## src/rtl/input_binarize_packer.sv

```systemverilog
// input_binarize_packer: thresholds pixel beats to bits, packs them into words, frames images.
// Rev 1.0. Optional BINARIZE_THRESHOLD_CFG_EN adds a per-image cfg_threshold port.
`default_nettype none

module input_binarize_packer #(
  parameter int INPUT_DATA_WIDTH = 8,
  parameter int PIXELS_PER_BEAT  = 4,
  parameter int OUTPUT_WIDTH     = 64,
  parameter int IMAGE_PIXELS     = 784
) (
  input  logic                                        clk,
  input  logic                                        rst_n,
  input  logic                                        in_valid,
  output logic                                        in_ready,
  input  logic [PIXELS_PER_BEAT*INPUT_DATA_WIDTH-1:0] in_data,
  input  logic                                        in_last,
  output logic                                        out_valid,
  input  logic                                        out_ready,
  output logic [OUTPUT_WIDTH-1:0]                     out_data,
  output logic                                        out_last,
  output logic                                        busy,
  output logic                                        frame_err,
`ifdef BINARIZE_THRESHOLD_CFG_EN
  input  logic [INPUT_DATA_WIDTH-1:0]                 cfg_threshold,
`endif
  output logic [15:0]                                 image_count
);

  localparam int PCW = $clog2(IMAGE_PIXELS + 1);
  localparam int BCW = $clog2(OUTPUT_WIDTH + 1);
  localparam logic [PCW-1:0] PIX_STEP  = PCW'(PIXELS_PER_BEAT);
  localparam logic [PCW-1:0] PIX_TOTAL = PCW'(IMAGE_PIXELS);
  localparam logic [BCW-1:0] BIT_STEP  = BCW'(PIXELS_PER_BEAT);
  localparam logic [BCW-1:0] BIT_TOTAL = BCW'(OUTPUT_WIDTH);

  typedef enum logic [0:0] {
    IDLE = 1'b0,
    RUN  = 1'b1
  } state_t;

  state_t                      state;
  logic [PCW-1:0]              pixel_cnt;
  logic [BCW-1:0]              bit_cnt;
  logic [OUTPUT_WIDTH-1:0]     acc;
  logic [INPUT_DATA_WIDTH-1:0] thr;
  logic [PIXELS_PER_BEAT-1:0]  beat_bits;
  logic [OUTPUT_WIDTH-1:0]     merged;
  logic [PCW-1:0]              pix_next;
  logic [BCW-1:0]              bits_next;
  logic                        accept;
  logic                        img_end;
  logic                        word_end;
  logic                        pop;

  assign in_ready = !out_valid || out_ready;
  assign accept   = in_valid && in_ready;
  assign pop      = out_valid && out_ready;

`ifdef BINARIZE_THRESHOLD_CFG_EN
  logic [INPUT_DATA_WIDTH-1:0] thr_hold;

  // The first beat of an image already uses the live value being captured.
  assign thr = (state == IDLE) ? cfg_threshold : thr_hold;

  always_ff @(posedge clk or negedge rst_n) begin
    if (!rst_n) begin
      thr_hold <= '0;
    end else if (accept && state == IDLE) begin
      thr_hold <= cfg_threshold;
    end
  end
`else
  assign thr = {1'b1, {(INPUT_DATA_WIDTH-1){1'b0}}};
`endif

  generate
    for (genvar k = 0; k < PIXELS_PER_BEAT; k++) begin : g_lane
      assign beat_bits[k] = (in_data[k*INPUT_DATA_WIDTH +: INPUT_DATA_WIDTH] >= thr);
    end
  endgenerate

  assign merged    = acc | (OUTPUT_WIDTH'(beat_bits) << bit_cnt);
  assign pix_next  = pixel_cnt + PIX_STEP;
  assign bits_next = bit_cnt + BIT_STEP;
  assign img_end   = (pix_next == PIX_TOTAL);
  assign word_end  = (bits_next == BIT_TOTAL);

  always_ff @(posedge clk or negedge rst_n) begin
    if (!rst_n) begin
      state       <= IDLE;
      busy        <= 1'b0;
      pixel_cnt   <= '0;
      bit_cnt     <= '0;
      acc         <= '0;
      out_valid   <= 1'b0;
      out_data    <= '0;
      out_last    <= 1'b0;
      frame_err   <= 1'b0;
      image_count <= '0;
    end else begin
      if (accept) begin
        if (img_end) begin
          state     <= IDLE;
          busy      <= 1'b0;
          pixel_cnt <= '0;
        end else begin
          state     <= RUN;
          busy      <= 1'b1;
          pixel_cnt <= pix_next;
        end

        // in_last is only audited; the pixel counter alone decides framing.
        if (in_last != img_end) begin
          frame_err <= 1'b1;
        end

        if (img_end || word_end) begin
          acc      <= '0;
          bit_cnt  <= '0;
          out_data <= merged;
          out_last <= img_end;
        end else begin
          acc     <= merged;
          bit_cnt <= bits_next;
        end
      end

      if (accept && (img_end || word_end)) begin
        out_valid <= 1'b1;
      end else if (out_ready) begin
        out_valid <= 1'b0;
      end

      if (pop && out_last) begin
        image_count <= image_count + 16'd1;
      end
    end
  end

endmodule

`default_nettype wire

```

## config.mk

```make
export PLATFORM = sky130hd
export DESIGN_NAME = input_binarize_packer
export DESIGN_NICKNAME = d
export VERILOG_FILES = /design/src/rtl/input_binarize_packer.sv
export SDC_FILE = /design/constraint.sdc
export NUM_CORES = 1
export LEC_CHECK = 0
export CAP_MARGIN = 20
export CORE_UTILIZATION = 41
export CTS_CLUSTER_DIAMETER = 40
export DETAILED_ROUTE_END_ITERATION = 16
export GPL_TIMING_DRIVEN = 0
export PLACE_DENSITY = 0.63
export SYNTH_ARGS = -nofsm -noshare
export SYNTH_HDL_FRONTEND = slang
export SYNTH_SLANG_ARGS = --single-unit
```

## constraint.sdc

```tcl
create_clock -name clk -period 2.3 [get_ports clk]
set_clock_uncertainty 0.1 [all_clocks]
set_input_delay 0.46 -clock clk [delete_from_list [all_inputs] [get_ports clk]]
set_output_delay 0.46 -clock clk [all_outputs]
set_load 0.01 [all_outputs]
```

Word-level counts from Yosys, hierarchy flattened

Index checks and enable logic that the tools add are counted.

Bits in latches: 0
Register bits: 165
Memory bits (read-only): 0
Memories: 0
Output and inout bits: 85
Bits of input ports: 37
Memory bits (writable): 0

Reduce and logical (&&, ||, !) cells: 10
Multiplexer cells: 6
Magnitude comparators: 4
Add/subtract/negate cells: 3
Divide/modulo/power cells: 0
Shift operators: 1
Bitwise logic cells: 1
$mul: 0
Eq/ne operators: 3

Operator list:

| cell                                                             | number |
|---|---|
| 64-bit two-way mux                                               | 1 |
| 64-bit bitwise OR                                                | 1 |
| 4-bit by 7-bit left shift with 64-bit output                     | 1 |
| 8-bit greater-or-equal comparator (second input constant)        | 4 |
| 16-bit by 1-bit adder with 16-bit output (second input constant) | 1 |
| 10-bit by 3-bit adder with 10-bit output (second input constant) | 1 |
| 10-bit == test (second input constant)                           | 1 |
| 10-bit two-way mux                                               | 1 |
| 7-bit by 3-bit adder with 7-bit output (second input constant)   | 1 |
| 7-bit == test (second input constant)                            | 1 |
| 7-bit two-way mux                                                | 1 |
| 1-bit logical AND                                                | 4 |
| 2-bit AND reduction                                              | 2 |
| 1-bit two-way mux                                                | 3 |
| 1-bit logical OR                                                 | 2 |
| 2-bit nonzero test                                               | 1 |
| 1-bit zero test                                                  | 1 |
| 1-bit != test                                                    | 1 |

Depth between registers and ports, before layout

Gate-level depths: netlist of the first run.

Depth in word-level cells: 5
Mapped depth: 9

Worst setup path before layout of the first run

Ideal clock, no wire load.

Path type: input-to-reg
Start: in out_ready
End: reg out_data[51]
Buffers on the path: 3
Path slack: 0.447 ns
Data arrival time: 1.679 ns
Stages on the path: 8
Cells stage by stage: nand2b_1 and2_1 buf_2 o211ai_2 buf_2 buf_2 nand3_1 o21ai_2

Longest elaborated chain between the ends: 3

RTL lines:

| what                          | line | text |
|---|---|---|
| from (decl)                   | 18   | `input logic out_ready,` |
| 1-bit logical OR              | 55   | `assign in_ready = !out_valid \|\| out_ready;` |
| 1-bit logical AND             | 56   | `assign accept = in_valid && in_ready;` |
| 2-bit AND reduction (no line) | --   |  |
| to (signal assigned)          | 120  | `out_data <= merged;` |
| to (decl)                     | 19   | `output logic [OUTPUT_WIDTH-1:0] out_data,` |

No other way between the ends.
A chain may end at the register's enable or synchronous reset.

Worst setup path after layout of the first run

Start: reg bit_cnt[3]
End: reg acc[21]

Longest elaborated chain between the ends: 4
Elaborated cells between the ends (all ways): 6

RTL lines:

| what                                   | line | text |
|---|---|---|
| from (decl)                            | 43   | `logic [BCW-1:0] bit_cnt;` |
| from (signal assigned)                 | 124  | `bit_cnt <= bits_next;` |
| 7-bit by 3-bit adder with 7-bit output | 84   | `assign bits_next = bit_cnt + BIT_STEP;` |
| 7-bit == test                          | 86   | `assign word_end = (bits_next == BIT_TOTAL);` |
| 1-bit logical OR                       | 117  | `if (img_end \|\| word_end) begin` |
| 64-bit two-way mux (*)                 | 117  |  |
| to (signal assigned)                   | 123  | `acc <= merged;` |
| to (decl)                              | 44   | `logic [OUTPUT_WIDTH-1:0] acc;` |

Mark *: on every way between the ends. The rest lies on a longest branch, timed or not.

==> flow_summary.json, run 1 <==
{
  "status": "complete, no violations",
  "grt_max_degree": 90,
  "stdcell_count": 1036,
  "yosysUniqueCellTypes": 38,
  "p_sw_mw": 3.28,
  "clkLatencyLatePin_ns": 0.43,
  "portBuffers": 93,
  "layout_common_cells": "dfrtp_1 (161), a21oi_1 (135), clkdlybuf4s50_1 (91), nand3_1 (77), nor2_1 (74)",
  "ys_seq_elements": 161,
  "required_ns": 2.55,
  "r2r-start": "bit_cnt[3]$_DFFE_PN0P_",
  "synth-seq-area-share": 0.583,
  "grt_pass1_vias": 5522,
  "synthToLayoutAreaGrowth_pct": 28.1,
  "cp_max_fo": 10,
  "max_freq_mhz": 453,
  "wl_per_cell_um": 18.0,
  "seqPwrFrac": 0.427,
  "cts_tree": "done",
  "r2r_end": "acc[21]$_DFFE_PN0P_",
  "drive_gt1_frac": 0.137,
  "clk_path_buf_depth": 2,
  "syn_inst": 688,
  "cts_made_buffers": 17,
  "p_leak_nw": 3.89,
  "setup_viol": 0,
  "clkTransAtPathRegs_ns": 0.06,
  "die_area_sq_mm": 0.0174,
  "htree_levels": 4,
  "drc": 0,
  "rr_worst_depth": 7,
  "rsz0062_at_grt": "false",
  "vdd_ir_drop_max_v": 0.000669,
  "synth.avg_cell_area_sq_um": 10.1,
  "min_path_cells": 1,
  "antenna_cells": 0,
  "p_total_mw": 9.88,
  "reg2reg_slack_ns": 0.09,
  "cts.sinks": 161,
  "cts_root_buffer": "clkbuf_16",
  "ioPinCount": 122,
  "intPower_mw": 6.60,
  "yosys_warnings": 0,
  "finalHoldViolations": 0,
  "clkPwrFrac": 0.283,
  "yosys_most_used_dff": "dfrtp_1",
  "first_iter_violations": 490,
  "final_common_cell": "dfrtp_1",
  "maxCapViolCount": 0,
  "timing.hold.ws_ns": 0.355,
  "ys_async_sr_fraction": 1.00,
  "initial_core_util": 0.418,
  "dr.pass1.iters": 5,
  "critPathArrivalTime_ns": 2.46,
  "dp_cells": 1002,
  "routabilityCongestion": 0.815,
  "vias": 5751,
  "coreArea_sq_mm": 0.0165,
  "grt_overflow": 0,
  "endpoint_kind": "flip-flop",
  "slew_headroom": 0.423,
  "hold_end": "frame_err$_DFFE_PN0P_",
  "hp-class": "flip-flop to flip-flop",
  "post-route-period-util": 0.960,
  "die_h_um": 132,
  "antenna_found_initial": 0,
  "ant_nets": 0,
  "drv_slew": 0,
  "start_kind": "flip-flop",
  "period_needed_ns": 2.21,
  "core.rowCount": 47,
  "layout.nets": 847,
  "viasPerCell": 5.55,
  "die_x_um": 132,
  "grt.total_usage": 0.226,
  "syn_nets": 730,
  "min_from": "frame_err$_DFFE_PN0P_",
  "drt_wl_total_mm": 18.7,
  "synth_area_sq_mm": 0.00692,
  "crit_type": "flip-flop to flip-flop",
  "power.density_mw_per_mm2": 1120,
  "grt_pass1_wl_mm": 30.3,
  "synth_edf_count": 0,
  "max_slew.worst_pin.slew_ns": 0.859,
  "hpwlAfterDp_mm": 12.6,
  "switching_share": 0.332,
  "combPwrFrac": 0.290,
  "final_util": 0.536
}
layout make-up:
cell class                 instances  area (sq um)
buffer                            57           329
clock inverter                    11           141
sequential                       161          4030
timing repair buffer              98          1000
inverter                           1          3.75
clock buffer                      19           433
multi-input combinational        469          2640
tap                              220           275
fill                            1448          7670
stage by stage:
stage | cell area, sq um | setup WS (ns) | setup TNS, ns
after floorplan | 6920 | 0.447 | 0
after global placement | 8120 | -5.59 | -967.31
after detailed placement | 8150 | -0.650 | -73.53
after CTS | 8790 | 0.0450 | 0
after global routing | 8860 | 0.00655 | 0
final | 8860 | 0.0927 | 0
cell families after synthesis:
| kind of cell | share of synthesized area |
|---|---|
| xor+xnor | 0.0266 |
| simple gates | 0.161 |
| buf+inv | 0.0447 |
| mux | 0.00163 |
| flops | 0.583 |
| compound gates | 0.175 |
| fa+ha+maj | 0.00905 |
metal layers:
metal	track usage	vias to the layer above	part of all wire
li1	-	2635	-
met1	0.321	2869	0.45
met2	0.344	215	0.47
met3	0.0408	32	0.055
met4	0.0924	0	0.023
met5	0	-	0
sequential cells by signal, indices dropped and copies added (netlist names):
name / flops
acc: 64
bit_cnt: 5
busy: 1
frame_err: 1
image_count: 16
out_data: 64
out_last: 1
out_valid: 1
pixel_cnt: 8
power by group through the flow:
stage	registers (mW)	logic, mW	clock network (mW)
after floorplan	4.25	1.51	0
after global placement	4.21	2.70	0
after detailed placement	4.24	2.78	0
after CTS	4.20	2.83	2.83
after global routing	4.32	3.16	2.95
final	4.22	2.87	2.79
synthesized netlist by cell type (4+ instances only):
library cell / number / area share
buf_1: 5 / 0.0027
and2_0: 8 / 0.0072
a21o_1: 4 / 0.0043
o21ai_0: 49 / 0.035
nand2_1: 22 / 0.012
buf_2: 24 / 0.017
nand4_1: 7 / 0.0063
nand3_1: 77 / 0.056
nor3_2: 4 / 0.0058
xnor2_1: 14 / 0.018
nor3_1: 9 / 0.0065
o21ai_2: 20 / 0.025
xor2_1: 7 / 0.0089
buf_6: 8 / 0.013
and3_1: 4 / 0.0036
nor2_1: 74 / 0.040
ha_1: 5 / 0.0090
a21oi_1: 135 / 0.098
nor2b_1: 5 / 0.0045
clkbuf_1: 19 / 0.010
dfrtp_1: 161 / 0.58
nand2b_1: 5 / 0.0045
critical path, stage by stage (launching register included):
cell	delay, ns
dfrtp_1	0.40
buf_2	0.21
nand2b_1	0.25
nor3_4	0.40
and2_0	0.18
buf_1	0.35
a21oi_1	0.13
nor2_1	0.10
what timing repair did:
item | CTS | global route
buffers inserted | 1 | 2
hold buffers | 1 | 0
setup endpoints to repair | 113 | 135
pin swaps | 1 | 3
resized for setup | 16 | 16
endpoints found under the hold margin | 59 | 0
how the worst max path moves through the flow:
stage / startpoint / end / cells past startpoint / slack (ns)
floorplan: out_ready / out_data[51]$_DFFE_PN0P_ / 8 / 0.45
global placement: rst_n / acc[18]$_DFFE_PN0P_ / 1 / -5.59
detailed placement: out_ready / acc[35]$_DFFE_PN0P_ / 8 / -0.65
CTS: pixel_cnt[2]$_DFFE_PN0P_ / out_data[47]$_DFFE_PN0P_ / 8 / 0.04
global route: bit_cnt[5]$_DFFE_PN0P_ / out_data[8]$_DFFE_PN0P_ / 9 / 0.007
finish: bit_cnt[3]$_DFFE_PN0P_ / acc[21]$_DFFE_PN0P_ / 7 / 0.09
No activity file was read; power rests on OpenSTA's default activity.
==> run 2, diff against run 1 <==
- CORE_UTILIZATION: 41 -> 50
- PLACE_DENSITY: 0.63 -> 0.74
==> flow_summary.json, run 2 (synthesis results as in run 1) <==
{
  "cts_root_buffer": "clkbuf_16",
  "drv_slew": 0,
  "grt_max_degree": 105,
  "clk_path_buf_depth": 2,
  "p_total_mw": 10.4,
  "rsz0062_at_grt": "false",
  "endpoint_kind": "flip-flop",
  "final_util": 0.665,
  "crit_type": "flip-flop to flip-flop",
  "clkTransAtPathRegs_ns": 0.06,
  "cts_made_buffers": 17,
  "synthToLayoutAreaGrowth_pct": 28.4,
  "grt_pass1_vias": 5568,
  "tns_ns": 0,
  "start_kind": "flip-flop",
  "wl_per_cell_um": 18.4,
  "hp-class": "input port to flip-flop",
  "cts.sinks": 161,
  "nFillCells": 1040,
  "antenna_found_initial": 0,
  "die_x_um": 120,
  "timing.hold.ws_ns": 0.319,
  "finalHoldViolations": 0,
  "grt.total_usage": 0.271,
  "reg.largest.list": "acc: 64 flops, out_data: 64 flops, image_count: 16 flops",
  "first_iter_violations": 473,
  "max_freq_mhz": 460,
  "final_design_area_no_fill_sq_mm": 0.00888,
  "cts_tree": "done",
  "die_h_um": 120,
  "p_leak_nw": 3.94,
  "dpl_cell_area_sq_mm": 0.00810,
  "vias": 5752,
  "initial_core_util": 0.518,
  "hpwlAfterDp_mm": 11.9,
  "period_needed_ns": 2.17,
  "vdd_ir_drop_max_v": 0.000680,
  "dp_cells": 958,
  "grt_overflow": 0,
  "clkLatencyLatePin_ns": 0.43,
  "ant_nets": 0,
  "max_slew.worst_pin.slew_ns": 0.900,
  "coreArea_sq_mm": 0.0133,
  "dr.pass1.iters": 4,
  "drc": 0,
  "portBuffers": 93,
  "layout.nets": 846,
  "power.density_mw_per_mm2": 1170,
  "post-place-ws_ns": -0.565,
  "viasPerCell": 5.79,
  "grt_pass1_wl_mm": 29.6,
  "routabilityCongestion": 0.839,
  "stdcell_count": 993,
  "setup_viol": 0,
  "worst_slack_ns": 0.128,
  "required_ns": 2.54,
  "critPathArrivalTime_ns": 2.41,
  "drive_gt1_frac": 0.135,
  "status": "complete, no violations",
  "core.rowCount": 42,
  "final_common_cell": "dfrtp_1",
  "drt_wl_total_mm": 18.2,
  "die_area_sq_mm": 0.0143,
  "slew_headroom": 0.395,
  "layout_common_cells": "dfrtp_1 (161), a21oi_1 (135), clkdlybuf4s50_1 (91), nand3_1 (77), nor2_1 (74)",
  "htree_levels": 4,
  "maxCapViolCount": 0,
  "antenna_cells": 0,
  "cp_max_fo": 10,
  "ioPinCount": 122,
  "post-route-period-util": 0.944
}
## run 2: area by class of cell
type                       count  area [sq um]  area share
clock buffer                  21           450      0.0507
clock inverter                11           233      0.0262
timing repair buffer          97          1000       0.113
tap                          176           220      0.0248
sequential                   161          4030       0.454
multi-input combinational    469          2620       0.295
buffer                        57           325      0.0367
inverter                       1          3.75    0.000423
## run 2: what timing repair did
item	4_1_cts	5_1_grt
setup endpoints to repair	101	50
setup buffers	0	2
endpoints found under the hold margin	57	0
hold buffers	1	0
resized for setup	11	16
pin swaps	1	2
## run 2: path summary, 6_finish.rpt
| path | start | to | slack [ns] | depth (start not counted) |
|---|---|---|---|---|
| min in group asynchronous | rst_n | image_count[6]$_DFFE_PN0P_ | 0.47 | 2 |
| worst min-delay path | out_ready | image_count[2]$_DFFE_PN0P_ | 0.32 | 3 |
| max in group asynchronous | rst_n | acc[47]$_DFFE_PN0P_ | 0.73 | 3 |
| worst max-delay path | pixel_cnt[4]$_DFFE_PN0P_ | out_data[34]$_DFFE_PN0P_ | 0.13 | 7 |
| worst max register to register | pixel_cnt[4]$_DFFE_PN0P_ | out_data[34]$_DFFE_PN0P_ | 0.13 | 7 |
| worst min register to register | frame_err$_DFFE_PN0P_ | frame_err$_DFFE_PN0P_ | 0.37 | 1 |
## run 2: report_power, final
group	internal, mW	switching, mW
sequential	3.67	0.541
combinational	1.24	1.61
clock	2.17	1.13
total	7.08	3.28
## run 2: routing by layer
metal,routed length (um),track usage,share of wire
met4,298,0.0867,0.016
met5,0,0,0
met2,8890,0.429,0.49
met1,7800,0.363,0.43
met3,1260,0.0718,0.069
## run 2: critical path, cell delays in order, from the launching register on
cell      delay [ns]
dfrtp_1         0.44
and3_1          0.25
and4_1          0.24
o211ai_4        0.31
buf_4           0.26
buf_2           0.26
nand3_1         0.11
o21ai_0         0.10
